`src/rtl/mmcm_reset_sequencer.sv`:
```
// Brings a chain of cascaded clock generators out of reset one channel at a time, then releases GLOBAL_RST.
// Optional macro LOCKLOSS_FILTER_EN: lock loss in RUN must persist LOCKLOSS_FILTER cycles to qualify.
module mmcm_reset_sequencer #(
    parameter int unsigned NUM_MMCM            = 2,
    parameter int unsigned CNT_W               = 16,
    parameter int unsigned DCM_RST_CYCLES      = 10000,
    parameter int unsigned LOCK_TIMEOUT_CYCLES = 50000,
    parameter int unsigned SETTLE_CYCLES       = 15000,
    parameter int unsigned MAX_RETRY           = 3,
    parameter int unsigned LOCKLOSS_FILTER     = 4
) (
    input  logic                CLK,
    input  logic                FORCE_RST_N,
    input  logic                SOFT_RST,
    input  logic [NUM_MMCM-1:0] DCM_LOCKED,
    output logic [NUM_MMCM-1:0] DCM_RST,
    output logic                GLOBAL_RST,
    output logic                LOCK_FAIL,
    output logic [3:0]          RETRY_CNT,
    output logic [2:0]          SEQ_STATE
);

    localparam int unsigned CH_W  = (NUM_MMCM > 1) ? $clog2(NUM_MMCM) : 1;
    localparam int unsigned RTY_W = 4;

    typedef enum logic [2:0] {
        ST_ASSERT    = 3'd0,
        ST_WAIT_LOCK = 3'd1,
        ST_SETTLE    = 3'd2,
        ST_RUN       = 3'd3,
        ST_FAIL      = 3'd4
    } state_e;

    if (NUM_MMCM < 1 || NUM_MMCM > 8 || DCM_RST_CYCLES < 1 || LOCK_TIMEOUT_CYCLES < 1 ||
        SETTLE_CYCLES < 1 || MAX_RETRY > 15 || LOCKLOSS_FILTER < 1 ||
        (DCM_RST_CYCLES >> CNT_W) != 0 || (LOCK_TIMEOUT_CYCLES >> CNT_W) != 0 ||
        (SETTLE_CYCLES >> CNT_W) != 0) begin : g_bad_param
        $error("mmcm_reset_sequencer: illegal parameter set");
    end

    state_e              state_q, state_d;
    logic [CH_W-1:0]     ch_q, ch_d;
    logic [CNT_W-1:0]    cnt_q, cnt_d;
    logic [RTY_W-1:0]    rty_q, rty_d;
    logic [RTY_W-1:0]    rtot_q, rtot_d;
    logic [NUM_MMCM-1:0] lk_q;
    logic [NUM_MMCM-1:0] dcm_rst_q, dcm_rst_d;
    logic                grst_q, grst_d;
    logic                fail_q, fail_d;

    logic                loss_found_c;
    logic [CH_W-1:0]     loss_idx_c;
    logic                run_loss_c;

    // Lowest already-locked channel that dropped during bring-up
    always_comb begin
        loss_found_c = 1'b0;
        loss_idx_c   = '0;
        for (int k = 0; k < int'(NUM_MMCM); k++) begin
            if (!loss_found_c && !lk_q[k] &&
                (state_q == ST_SETTLE || (state_q == ST_WAIT_LOCK && k < int'(ch_q)))) begin
                loss_found_c = 1'b1;
                loss_idx_c   = CH_W'(k);
            end
        end
    end

`ifdef LOCKLOSS_FILTER_EN
    localparam int unsigned FLT_W = $clog2(LOCKLOSS_FILTER + 1);

    logic [FLT_W-1:0] flt_q [NUM_MMCM];
    logic [FLT_W-1:0] flt_d [NUM_MMCM];

    always_comb begin
        run_loss_c = 1'b0;
        for (int k = 0; k < int'(NUM_MMCM); k++) begin
            flt_d[k] = '0;
            if (state_q == ST_RUN && !lk_q[k]) begin
                flt_d[k] = (flt_q[k] == FLT_W'(LOCKLOSS_FILTER)) ? flt_q[k] : flt_q[k] + FLT_W'(1);
            end
            if (flt_q[k] == FLT_W'(LOCKLOSS_FILTER)) begin
                run_loss_c = 1'b1;
            end
        end
    end

    always_ff @(posedge CLK or negedge FORCE_RST_N) begin
        if (!FORCE_RST_N) begin
            for (int k = 0; k < int'(NUM_MMCM); k++) flt_q[k] <= '0;
        end else begin
            for (int k = 0; k < int'(NUM_MMCM); k++) flt_q[k] <= flt_d[k];
        end
    end
`else
    assign run_loss_c = ~&lk_q;
`endif

    // State and output registers; lock inputs pass through one sampling stage
    always_ff @(posedge CLK or negedge FORCE_RST_N) begin
        if (!FORCE_RST_N) begin
            state_q   <= ST_ASSERT;
            ch_q      <= '0;
            cnt_q     <= '0;
            rty_q     <= '0;
            rtot_q    <= '0;
            lk_q      <= '0;
            dcm_rst_q <= '1;
            grst_q    <= 1'b1;
            fail_q    <= 1'b0;
        end else begin
            state_q   <= state_d;
            ch_q      <= ch_d;
            cnt_q     <= cnt_d;
            rty_q     <= rty_d;
            rtot_q    <= rtot_d;
            lk_q      <= DCM_LOCKED;
            dcm_rst_q <= dcm_rst_d;
            grst_q    <= grst_d;
            fail_q    <= fail_d;
        end
    end

    always_comb begin
        state_d = state_q;
        ch_d    = ch_q;
        cnt_d   = cnt_q + CNT_W'(1);
        rty_d   = rty_q;
        rtot_d  = rtot_q;
        if (SOFT_RST) begin
            state_d = ST_ASSERT;
            ch_d    = '0;
            cnt_d   = '0;
            rty_d   = '0;
            rtot_d  = '0;
        end else begin
            case (state_q)
                ST_ASSERT: begin
                    if (cnt_q == CNT_W'(DCM_RST_CYCLES - 1)) begin
                        state_d = ST_WAIT_LOCK;
                        cnt_d   = '0;
                    end
                end
                ST_WAIT_LOCK: begin
                    if (loss_found_c) begin
                        state_d = ST_ASSERT;
                        ch_d    = loss_idx_c;
                        cnt_d   = '0;
                        rty_d   = '0;
                    end else if (lk_q[ch_q]) begin
                        rty_d   = '0;
                        cnt_d   = '0;
                        if (ch_q == CH_W'(NUM_MMCM - 1)) begin
                            state_d = ST_SETTLE;
                        end else begin
                            state_d = ST_ASSERT;
                            ch_d    = ch_q + CH_W'(1);
                        end
                    end else if (cnt_q == CNT_W'(LOCK_TIMEOUT_CYCLES - 1)) begin
                        cnt_d = '0;
                        if (rty_q < RTY_W'(MAX_RETRY)) begin
                            state_d = ST_ASSERT;
                            rty_d   = rty_q + RTY_W'(1);
                            rtot_d  = (rtot_q == '1) ? rtot_q : rtot_q + RTY_W'(1);
                        end else begin
                            state_d = ST_FAIL;
                        end
                    end
                end
                ST_SETTLE: begin
                    if (loss_found_c) begin
                        state_d = ST_ASSERT;
                        ch_d    = loss_idx_c;
                        cnt_d   = '0;
                        rty_d   = '0;
                    end else if (cnt_q == CNT_W'(SETTLE_CYCLES - 1)) begin
                        state_d = ST_RUN;
                        cnt_d   = '0;
                    end
                end
                ST_RUN: begin
                    cnt_d = '0;
                    if (run_loss_c) begin
                        state_d = ST_ASSERT;
                        ch_d    = '0;
                    end
                end
                ST_FAIL: begin
                    cnt_d = '0;
                end
                default: begin
                    state_d = ST_ASSERT;
                    ch_d    = '0;
                    cnt_d   = '0;
                end
            endcase
        end
    end

    // Outputs are decoded from the next state so they register alongside it
    always_comb begin
        dcm_rst_d = '0;
        grst_d    = (state_d != ST_RUN);
        fail_d    = (state_d == ST_FAIL);
        for (int j = 0; j < int'(NUM_MMCM); j++) begin
            case (state_d)
                ST_ASSERT:    dcm_rst_d[j] = (j >= int'(ch_d));
                ST_WAIT_LOCK: dcm_rst_d[j] = (j > int'(ch_d));
                ST_FAIL:      dcm_rst_d[j] = 1'b1;
                default:      dcm_rst_d[j] = 1'b0;
            endcase
        end
    end

    assign DCM_RST    = dcm_rst_q;
    assign GLOBAL_RST = grst_q;
    assign LOCK_FAIL  = fail_q;
    assign RETRY_CNT  = rtot_q;
    assign SEQ_STATE  = state_q;

endmodule
```
`config.mk`:
```
export PLATFORM = sky130hd
export DESIGN_NAME = mmcm_reset_sequencer
export DESIGN_NICKNAME = d
export VERILOG_FILES = /design/src/rtl/mmcm_reset_sequencer.sv
export SDC_FILE = /design/constraint.sdc
export NUM_CORES = 1
export LEC_CHECK = 0
export ABC_CLOCK_PERIOD_IN_PS = 5200
export BUFFER_PORTS_ARGS = -buffer_cell sky130_fd_sc_hd__buf_2
export CAP_MARGIN = 0
export CORE_UTILIZATION = 50
export CTS_CLUSTER_DIAMETER = 100
export DETAILED_ROUTE_END_ITERATION = 7
export GPL_TIMING_DRIVEN = 0
export PLACE_DENSITY = 0.7
export SYNTH_ARGS = -nofsm -noshare
export SYNTH_HDL_FRONTEND = slang
export SYNTH_SLANG_ARGS = --single-unit
```
`constraint.sdc`:
```
create_clock -name CLK -period 5.2 [get_ports CLK]
set_input_delay 0.52 -clock CLK [delete_from_list [all_inputs] [get_ports CLK]]
set_output_delay 0.52 -clock CLK [all_outputs]
set_load 0.05 [all_outputs]
```
======== Yosys cells after proc, flatten, opt, wreduce, memory -nomap -nowiden ========
Index checks and enable logic that the tools add are counted.
storage, ports and cells
  flip-flop bits (word level) ............. 34
  output and inout port bits .............. 11
cells by class
  eq/ne operators ......................... 17
  order comparisons ....................... 5
  add/subtract/negate cells ............... 4
  reductions and logical operators ........ 19
  mux-type cells .......................... 47
operators by type and width
  operator                 number
  $mux W16                 7
  $mux W4                  13
  $pmux W16 S3             1
  $eq A16 B14 Y1 const B   2
  $mux W3                  9
  $add A16 B1 Y16 const B  1
  $eq A16 B16 Y1 const B   1
  $pmux W3 S5              1
  $mux W1                  11
  $ne A5 B3 Y1 const B     2
  $add A4 B1 Y4 const B    2
  $pmux W4 S2              1
  $eq A3 B1 Y1 const B     2
  $eq A3 B2 Y1 const B     2
  $eq A3 B3 Y1 const B     2
  $logic_not A3 Y1         2
  $ne A2 B2 Y1 const B     3
  $reduce_and A6 Y1        1
  $reduce_bool A2 Y1       3
  $eq A4 B4 Y1 const B     1
  $logic_and A1 B1 Y1      4
  $lt A4 B2 Y1 const B     1
  $pmux W1 S2              2
  $pmux W1 S4              1
  other kinds (14)         17

======== Longest topological paths before layout ========
Gate-level depths: netlist of the first run.
  depth in word-level cells ............... 15
  gate-level depth with buffers ........... 7
  mapped depth without buffers ............ 6

======== Worst setup path after synthesis of the first run ========
OpenSTA, ideal clock, no wires.
  kind .................................... reg-to-reg
  from .................................... reg cnt_q[4]
  to ...................................... reg cnt_q[7]
  stages on the path, launching flop included .. 7
  arrival time ............................ 1920 ps
  library setup time ...................... 119 ps
  required time ........................... 5081 ps
  slack ................................... 3161 ps
  path buffers ............................ 1
  cells stage by stage .................... dfrtp_1 -> or4_4 -> nor4_4 -> o32ai_1 -> o211ai_4 -> buf_6 -> nor2_1
on the way
  longest elaborated chain between the ends .. 6
  elaborated cells between the ends (all ways) .. 12
  classes of those cells .................. add/sub: 1; eq/ne: 3; mux: 8
ends and longest elaborated chain
  what                                                      line      RTL
  start, declared                                           43        logic [CNT_W-1:0] cnt_q, cnt_d;
  start signal, assigned                                    113       cnt_q <= cnt_d;
  $add A16 B1 Y16 / $eq A16 B16 Y1 (equally long branches)  126, 158
  $mux W16                                                  158       end else if (cnt_q == CNT_W'(LOCK_TIMEOUT_CYCLES - 1)) begin
  $mux W16                                                  149       end else if (lk_q[ch_q]) begin
  $mux W16                                                  144       if (loss_found_c) begin
  $pmux W16 S3 *                                            136       case (state_q)
  $mux W16 *                                                129       if (SOFT_RST) begin
  via cnt_d[7]                                              43
Mark *: on every way through the listed nets, which the timed path passes. The rest lies on a longest branch.
A chain may end at the register's enable or synchronous reset.

======== Final worst setup path of the first run ========
  from .................................... reg cnt_q[8]
  to ...................................... reg cnt_q[10]
The elaborated chain is that of the path after synthesis.

==> results of run 1 <==
synthesized netlist by cell type, types with 2 or more instances:
library cell,instances
nor3b_1,3
xor2_1,9
nor2b_1,4
or3_1,2
mux2_2,2
nand4_1,3
o21ai_0,3
nand3b_1,2
dfstp_2,3
nand2_1,8
nand3_1,10
nor4_1,2
nand4b_1,4
dfrtp_1,31
mux2i_1,2
ha_1,3
a22o_1,2
nor3_1,2
a21oi_1,3
a21boi_0,2
o22ai_1,2
nor2_1,31
and2_1,2
clkbuf_1,3
a31oi_1,2
xnor2_1,6
nand2b_1,4
and3_1,2
inv_1,7
or4bb_1,3
cells by family (layout without fill, tap and decap cells):
logic type               Yosys count  in the layout
XOR/XNOR                          15             15
flip-flops                        34             34
AND/OR/NAND/NOR                   88             88
AO/OA/AOI/OAI                     23             23
adder cells (fa/ha/maj)            3              3
multiplexers                       4              4
buffers and inverters             11             34
area by class of cell:
cell class | instances | share of cell area
tap | 46 | 0.0289
timing repair buffer | 15 | 0.0377
inverter | 7 | 0.0132
clock inverter | 1 | 0.00252
sequential | 34 | 0.430
clock buffer | 7 | 0.0277
buffer | 4 | 0.0113
multi-input combinational | 133 | 0.449
final timing paths:
path,from,slack (ns),cells after the start,to
max in group asynchronous,FORCE_RST_N,4.49,1,cnt_q[12]
min in group CLK,DCM_LOCKED[1],0.28,1,lk_q[1]
max reg2reg,cnt_q[8],2.83,7,cnt_q[10]
max,cnt_q[8],2.83,7,cnt_q[10]
min,FORCE_RST_N,0.24,1,SEQ_STATE[0]
min reg2reg,cnt_q[0],0.48,1,cnt_q[0]
cells in the final DEF, fill, tap and decap left out, types with 3 or more instances in the layout:
| cell type | n |
|---|---|
| a21oi_1 | 3 |
| buf_2 | 15 |
| clkbuf_1 | 4 |
| clkbuf_4 | 5 |
| dfrtp_1 | 31 |
| dfstp_2 | 3 |
| ha_1 | 3 |
| inv_1 | 7 |
| nand2_1 | 8 |
| nand2b_1 | 4 |
| nand3_1 | 10 |
| nand4_1 | 3 |
| nand4b_1 | 4 |
| nor2_1 | 31 |
| nor2b_1 | 4 |
| nor3b_1 | 3 |
| o21ai_0 | 3 |
| or4bb_1 | 3 |
| xnor2_1 | 6 |
| xor2_1 | 9 |
per-stage QoR:
step	hold slack (ns)	setup WS [ns]	instance area (sq um)	total power [mW]	instances
floorplan	0.224	3.16	1800	0.284	178
global placement	0.468	2.96	1930	0.293	239
detailed placement	0.471	2.87	1930	0.293	239
CTS	0.246	2.84	1990	0.441	247
global route	0.260	2.72	1990	0.458	247
finish	0.235	2.83	1990	0.437	247
layer usage:
| layer | global-route usage | vias up | part of all wire |
|---|---|---|---|
| li1 | - | 682 | - |
| met1 | 0.247 | 672 | 0.43 |
| met2 | 0.362 | 17 | 0.52 |
| met3 | 0.0621 | 7 | 0.029 |
| met4 | 0.0762 | 0 | 0.016 |
| met5 | 0 | - | 0 |
registers in the layout, summed over array words and instances (netlist names):
register / flops
DCM_RST: 2
RETRY_CNT: 4
rty_q: 4
LOCK_FAIL: 1
ch_q: 1
SEQ_STATE: 3
lk_q: 2
cnt_q: 16
GLOBAL_RST: 1
power by group through the flow:
stage | logic (mW) | clock network, mW | registers, mW
2_1_floorplan | 0.00913 | 0 | 0.275
3_3_place_gp | 0.0178 | 0 | 0.275
3_5_place_dp | 0.0181 | 0 | 0.275
4_1_cts | 0.0181 | 0.153 | 0.270
5_1_grt | 0.0206 | 0.166 | 0.271
6_report | 0.0177 | 0.149 | 0.270
critical path: cells and delay by family, from the launching register on:
family	cells	cell delay (ns)
AND/OR/NAND/NOR	3	0.92
AO/OA/AOI/OAI	2	0.52
buffers and inverters	2	0.50
flip-flops	1	0.33
==> metrics, run 1 <==
share of the synthesized area in the top cell type 0.432; Synth Warn # 0; Hold-fix buffers, CTS 0; vias per cell about 5.6; compound-cell area share of the yosys netlist 0.0982; peak supply drop around 0.16 mV; critical path's slowest cell or4bb_1; mapped cell area 1800 sq um; Cell Int Power around 340 uW; mux contribution to synthesized area 0.0237; FFs w/ async S/R, synth 1.00; Area growth, synth to finish 10.7%; Worst Path Required 5.43 ns; Yosys cell types 46; final setup vio count 0; sw frac 0.226; Post-CTS Setup Bufs 0; area leader, netlist dfrtp_1; clock power share 0.341; total grt overflow 0; fin crit share 0.456; crit-path max FO 10; Fillers ~300; EDFF count, synth 0; Reg power frac 0.619; nets around 210; Slew @ Worst Pin around 0.74 ns; RSZ-0062 raised after global routing false; wire length per cell about 14 microns; post-route setup TNS 0 ns; global placer's final weighted congestion around 0.82; largest family of logic cells by synthesized area simple AND/OR/NAND/NOR gates; Setup Skew ~0.0057 ns; Worst-Skew Late Latency 0.34 ns; # DRC 0; Final Max Tran Viols 0; Seq. cell area between 800 and 900 sq um; crit-path cells clkbuf_1 -> or4bb_1 -> nor4_4 -> o32ai_1 -> o211ai_4 -> buf_6 -> nor2_1; Psw slightly below 100 uW; syn_nets around 190; worst slew margin relative to its limit 0.509; xor/xnor cell area share of the yosys netlist 0.0731; port bufs 15; Hold Path Class in2async; maxcap violations 0; Die Area around 3800 sq um; outcome finished clean; initial DRC count between 60 and 70; CP startpoint kind register; H-tree depth 2; area share of fa/ha/maj cells after synthesis 0.0209; Tot GR Track Use 0.210; Fin. Hold Viols 0; share of cells above drive strength 1 0.169; clock slew at reported path FFs around 0.090 ns; initial antenna violation count 0; Die H 61.9 microns; Pleak around 0.84 nW; Fmax 0.422 GHz; number of routed nets with antenna violations 0; HPWL Detailed about 2.5 mm; Combinational Power Share 0.041; crit-path max cell delay approximately 0.49 ns; router iterations before antenna repair 4; Critical Setup Path Class reg2reg; Crit path arrival time around 2.6 ns; post-cts repair resize count 0; Synth Instances 178; PwrDens 220 nW/um^2; area of the multi-input gates approximately 890 sq um; Top-Level Pins 16; CTS sink count 34; Finished Core Util 0.587; Simple-Gate Fraction of Synth Area 0.281; number of global-route vias before repair approximately 1,200; Avg Synthesized Cell Area ~10 sq um; synthesized flop and latch total 34; first-pass GRT wire length approximately 5.6 mm; largest net degree at the start of global routing 35; crit path time final roughly 2.4 ns; Worst setup EP type register; Inserted Diodes 0; CTS Root Cell clkbuf_4; Seq/Total Area, Yosys 0.476; final WL roughly 3.5 mm; total CTS buffers 5; clock tree buffer depth 2; Starting Density 0.530; CTS tree built; top_reg_cell synth dfrtp_1; top cells by area, synth dfrtp_1 43%, nor2_1 6.5%, dfstp_2 4.4%; Core ar. about 3400 sq um; Die Span X 61.9 microns; vias around 1,400; Rows 21
Note: power is estimated with default switching activity, not from simulation.
==> run 2, diff against run 1 <==
Settings changed: ABC_CLOCK_PERIOD_IN_PS 5200 to 2200.
Clock period 5.2 ns to 2.2 ns, I/O delays scaled along.
==> run 2 against run 1 <==
- final cell count up 3.2%
- clock skew up 0.0010 ns
- die area unchanged
- critical path type unchanged
- design area up 7.4%
- sequential share of layout area down 2.7 points
- worst hold slack worse by 0.086 ns
- critical path depth down 1
- clock power up 130%
- sequential cell count unchanged
- total power up 140%
==> metrics, run 2 (synthesized netlist as in run 1, its figures left out) <==
Starting Density 0.530; final WL around 3.6 mm; CP startpoint kind register; commonest non-fill, non-tap cell in the layout nor2_1; number of routed nets with antenna violations 0; largest net degree at the start of global routing 35; clock power share 0.334; Area growth, synth to finish 18.9%; initial DRC count 73; Die Span X just over 60 microns; Slew @ Worst Pin roughly 0.72 ns; Most flops, register cnt_q; Setup Skew approximately 0.0067 ns; Hold Path Class in2reg; wire length per cell roughly 14 microns; Core ar. 3390 sq um; nets 216; Inserted Diodes 0; Pleak just under 0.9 nW; first-pass GRT wire length roughly 5.7 mm; Finished Core Util 0.630; Rows 21; # DRC 0; cell family with most CP delay simple AND/OR/NAND/NOR gates; Cell Int Power 807 uW; global placer's final weighted congestion roughly 0.82; Final Max Tran Viols 0; final setup vio count 0; fin crit share 0.966; Psw roughly 230 uW; total CTS buffers 5; critical path's slowest cell or4bb_1; CTS tree built; sw frac 0.223; Worst-Skew Late Latency around 0.33 ns; Die Area 3840 sq um; clock slew at reported path FFs ~0.1 ns; H-tree depth 2; clock tree buffer depth 2; Top-Level Pins 16; router iterations before antenna repair 4; crit-path max cell delay 0.57 ns; CTS Root Cell clkbuf_4; worst slew margin relative to its limit 0.518; Tot GR Track Use 0.211; initial antenna violation count 0; crit-path cells or4bb_1 -> nor4_4 -> buf_4 -> a21o_1 -> a221oi_1 -> mux2_2; crit-path max FO 8; Worst setup EP type register; vias 1,424; share of cells above drive strength 1 0.244; number of global-route vias before repair between 1,000 and 1,500; Fin. Hold Viols 0; Critical path buffers and inverters 1; peak supply drop roughly 0.38 mV; Critical Setup Path Class reg2reg; PwrDens 486 nW/um^2; Final Total Pwr slightly above 1 mW; port bufs 15; HPWL Detailed 2.53 mm; maxcap violations 0; RSZ-0062 raised after global routing false; CTS sink count 34; most frequent cells in the layout 30 x nor2_1, 27 x dfrtp_1, 15 x buf_2; vias per cell approximately 5.6; Crit path arrival time about 2.3 ns; Die H ~62 microns; flip-flop count of the largest register after layout 16; Worst Path Required between 2 and 2.5 ns; outcome finished clean; Reg power frac 0.616; total grt overflow 0; crit path time final approximately 2.1 ns; Combinational Power Share 0.050; Fmax approximately 0.47 GHz
-- run 2: power by group through the flow --
stage,clock network [mW],logic (mW),registers (mW)
after CTS,0.361,0.0508,0.639
after global placement,0,0.0420,0.651
after global routing,0.393,0.0609,0.641
after detailed placement,0,0.0427,0.651
after floorplan,0,0.0216,0.649
final,0.347,0.0524,0.640
-- run 2: metrics by stage --
stage	cell area [sq um]	hold WS (ns)	setup TNS, ns	std cells	worst slack, ns
after CTS	2050	0.136	0	253	0.00478
final	2140	0.149	0	255	0.0751
after global placement	1930	0.313	-0.368	239	-0.0406
after global routing	2140	0.140	0	255	0.00698
after floorplan	1800	-0.0756	0	178	0.161
after detailed placement	1930	0.316	-1.27	239	-0.133
-- run 2: final timing paths --
check / slack (ns) / start / cells after the start / endpoint
worst max-delay path: 0.08 / cnt_q[5] / 6 / rty_q[0]
worst min-delay path: 0.15 / SOFT_RST / 2 / RETRY_CNT[3]
worst max register to register: 0.08 / cnt_q[5] / 6 / rty_q[0]
worst min register to register: 0.48 / cnt_q[0] / 1 / cnt_q[0]
max in group asynchronous: 1.22 / FORCE_RST_N / 2 / cnt_q[9]
min in group asynchronous: 0.47 / FORCE_RST_N / 2 / SEQ_STATE[0]
-- run 2: metal layers --
metal	up-vias	routed length, microns	track usage
met5	-	0	0
met4	0	34	0.0825
met3	4	123	0.0663
met2	26	1950	0.357
met1	695	1500	0.251
li1	699	-	-
-- run 2: area by class of cell --
type                       count  area [sq um]
multi-input combinational    133           963
fill                         285          1250
clock buffer                   7          55.1
inverter                       7          26.3
timing repair buffer          24           150
sequential                    34           860
buffer                         3          18.8
clock inverter                 1          5.00
tap                           46          57.6
-- run 2: worst reg2reg max path: stages, from the launching register on --
cell	delay (ns)
dfrtp_2	0.47
or4bb_1	0.57
nor4_4	0.26
buf_4	0.18
a21o_1	0.11
a221oi_1	0.12
mux2_2	0.30
-- run 2: timing repair --
item / in CTS / in global routing
endpoints found under the hold margin: 33 / 0
buffers inserted: 4 / 1
pin swaps: 3 / 4
cloned: 0 / 1
hold buffers: 3 / 0
endpoints found under the setup margin: 16 / 26
gates resized for setup: 2 / 15
==> run 3, diff against run 2 <==
Settings changed: ABC_CLOCK_PERIOD_IN_PS 2200 to 1920, PLACE_DENSITY 0.7 to 0.71.
Clock period 2.2 ns to 1.92 ns, I/O delays scaled along.
==> run 3 against run 2 <==
- the flow now finishes with violations (negative setup slack)
- clock-buffer cell count did not move
- combinational power rose by 30%
- non-clock buffer count rose by 17
- global-route usage rose by 3.3 points
- sequential share of layout area fell by 4.0 points
- critical endpoint is now cnt_q[13]
==> metrics, run 3 (synthesized netlist as in run 1, its figures left out) <==
initial antenna violation count 0; Worst Path Required approximately 2.2 ns; CP startpoint kind register; crit-path cells or4b_4 -> buf_4 -> nor4_4 -> o32ai_2 -> o211ai_4 -> buf_6 -> nor2_1; final worst setup slack -0.233 ns; Inserted Diodes 0; maxcap violations 0; Die Span X a little over 60 microns; vias 1,541; number of global-route vias before repair about 1,500; Fin. Hold Viols 0; Most flops, register cnt_q; cell family with most CP delay simple AND/OR/NAND/NOR gates; Top-Level Pins 16; vias per cell 5.67; Fmax 0.464 GHz; Hold Path Depth 2; PwrDens approximately 500 nW/um^2; worst r2r dst cnt_q[13]; Core ar. about 3400 sq um; Final Total Pwr ~1.2 mW; Levels on crit path 7; H-tree depth 2; Worst setup EP type register; fin crit share 1.12; wire length per cell about 15 microns; commonest non-fill, non-tap cell in the layout dfrtp_1; Worst-Skew Late Latency 0.34 ns; Die Area around 3800 sq um; R2R cell count 7; r2r setup slk -0.23 ns; Rows 21; first-pass GRT wire length approximately 6.6 mm; port bufs 15; global placer's final weighted congestion ~0.8; outcome finished with violations; Crit path arrival time between 2 and 2.5 ns; crit-path max FO 6; flip-flop count of the largest register after layout 16; router iterations before antenna repair 4; Finished Core Util 0.701; FF-to-FF Start cnt_q[15]; final WL approximately 4.1 mm; Starting Density 0.530; met2 wire len 2.13 mm; hold_ws between 0.1 and 0.15 ns; final setup vio count 24; Tot GR Track Use 0.245; CTS tree built; Fillers 256; Worst Setup SP cnt_q[15]; nets 233; Setup Skew about 0.0080 ns; peak supply drop ~0.51 mV; worst slew margin relative to its limit 0.493; clock slew at reported path FFs ~0.10 ns; Setup crit end cnt_q[13]; Routed met1 length around 1.8 mm; Area growth, synth to finish 32.2%; Pleak ~1.0 nW; HPWL Detailed between 2 and 3 mm; CTS Root Cell clkbuf_4; most frequent cells in the layout 25 x dfrtp_1, 21 x nor2_1, 18 x buf_4; DR WL met3 127 microns; dpl cells 239; Final Max Tran Viols 0; Hold Path Class in2reg; total CTS buffers 5; DR top layer met4; Critical path buffers and inverters 2; RSZ-0062 raised after global routing true; total grt overflow 0; failing checks negative setup slack; number of routed nets with antenna violations 0; Slew @ Worst Pin roughly 0.76 ns; # DRC 0; share of cells above drive strength 1 0.381; largest net degree at the start of global routing 35; crit path time final about 2.2 ns; Die H a little over 60 microns; critical path's slowest cell or4b_4; clock tree buffer depth 2; crit-path max cell delay approximately 0.58 ns; Critical Setup Path Class reg2reg; CTS sink count 34; initial DRC count 69; Layout Cells excl Fill 272
## run 3: cell count changes in the layout (fill, tap and decap cells not counted), sizes merged
cell and change:
buf +17
## run 3: how the worst min path moves through the flow
stage / to / slack [ns] / startpoint
finish: RETRY_CNT[3] / 0.13 / SOFT_RST
global route: RETRY_CNT[3] / 0.11 / SOFT_RST
CTS: RETRY_CNT[3] / 0.11 / SOFT_RST
detailed placement: SEQ_STATE[0] / 0.29 / FORCE_RST_N
global placement: SEQ_STATE[0] / 0.29 / FORCE_RST_N
floorplan: LOCK_FAIL / -0.10 / FORCE_RST_N
## run 3: stage by stage
stage	area, sq um	setup TNS [ns]	setup WS [ns]
floorplan	1840	-0.462	-0.0459
global placement	1970	-4.47	-0.285
detailed placement	1970	-5.65	-0.333
CTS	2270	-2.71	-0.152
global route	2380	-6.36	-0.319
finish	2380	-4.10	-0.233
## run 3: layout make-up
type,instances,area (sq um),area share
clock inverter,1,5.00,0.00211
inverter,7,26.3,0.0111
sequential,34,862,0.363
tap,46,57.6,0.0242
buffer,4,26.3,0.0111
timing repair buffer,40,289,0.122
multi-input combinational,133,1050,0.444
clock buffer,7,55.1,0.0232
## run 3: metal layers
metal	global-route usage	vias to the layer above
met5	0	-
met4	0.117	0
met3	0.0580	10
met2	0.418	25
met1	0.290	778
li1	-	728
## run 3: repair_timing
item,in CTS,in global routing
gates resized for setup,19,20
gates cloned,1,0
pin swaps,20,9
hold buffers,3,0
buffers inserted,14,7
endpoints found under the hold margin,33,0
setup endpoints to repair,28,28
## run 3: power by group
part           internal [mW]  switching (mW)
combinational         0.0278          0.0405
sequential             0.723          0.0106
clock                  0.177           0.237
total                  0.928           0.288
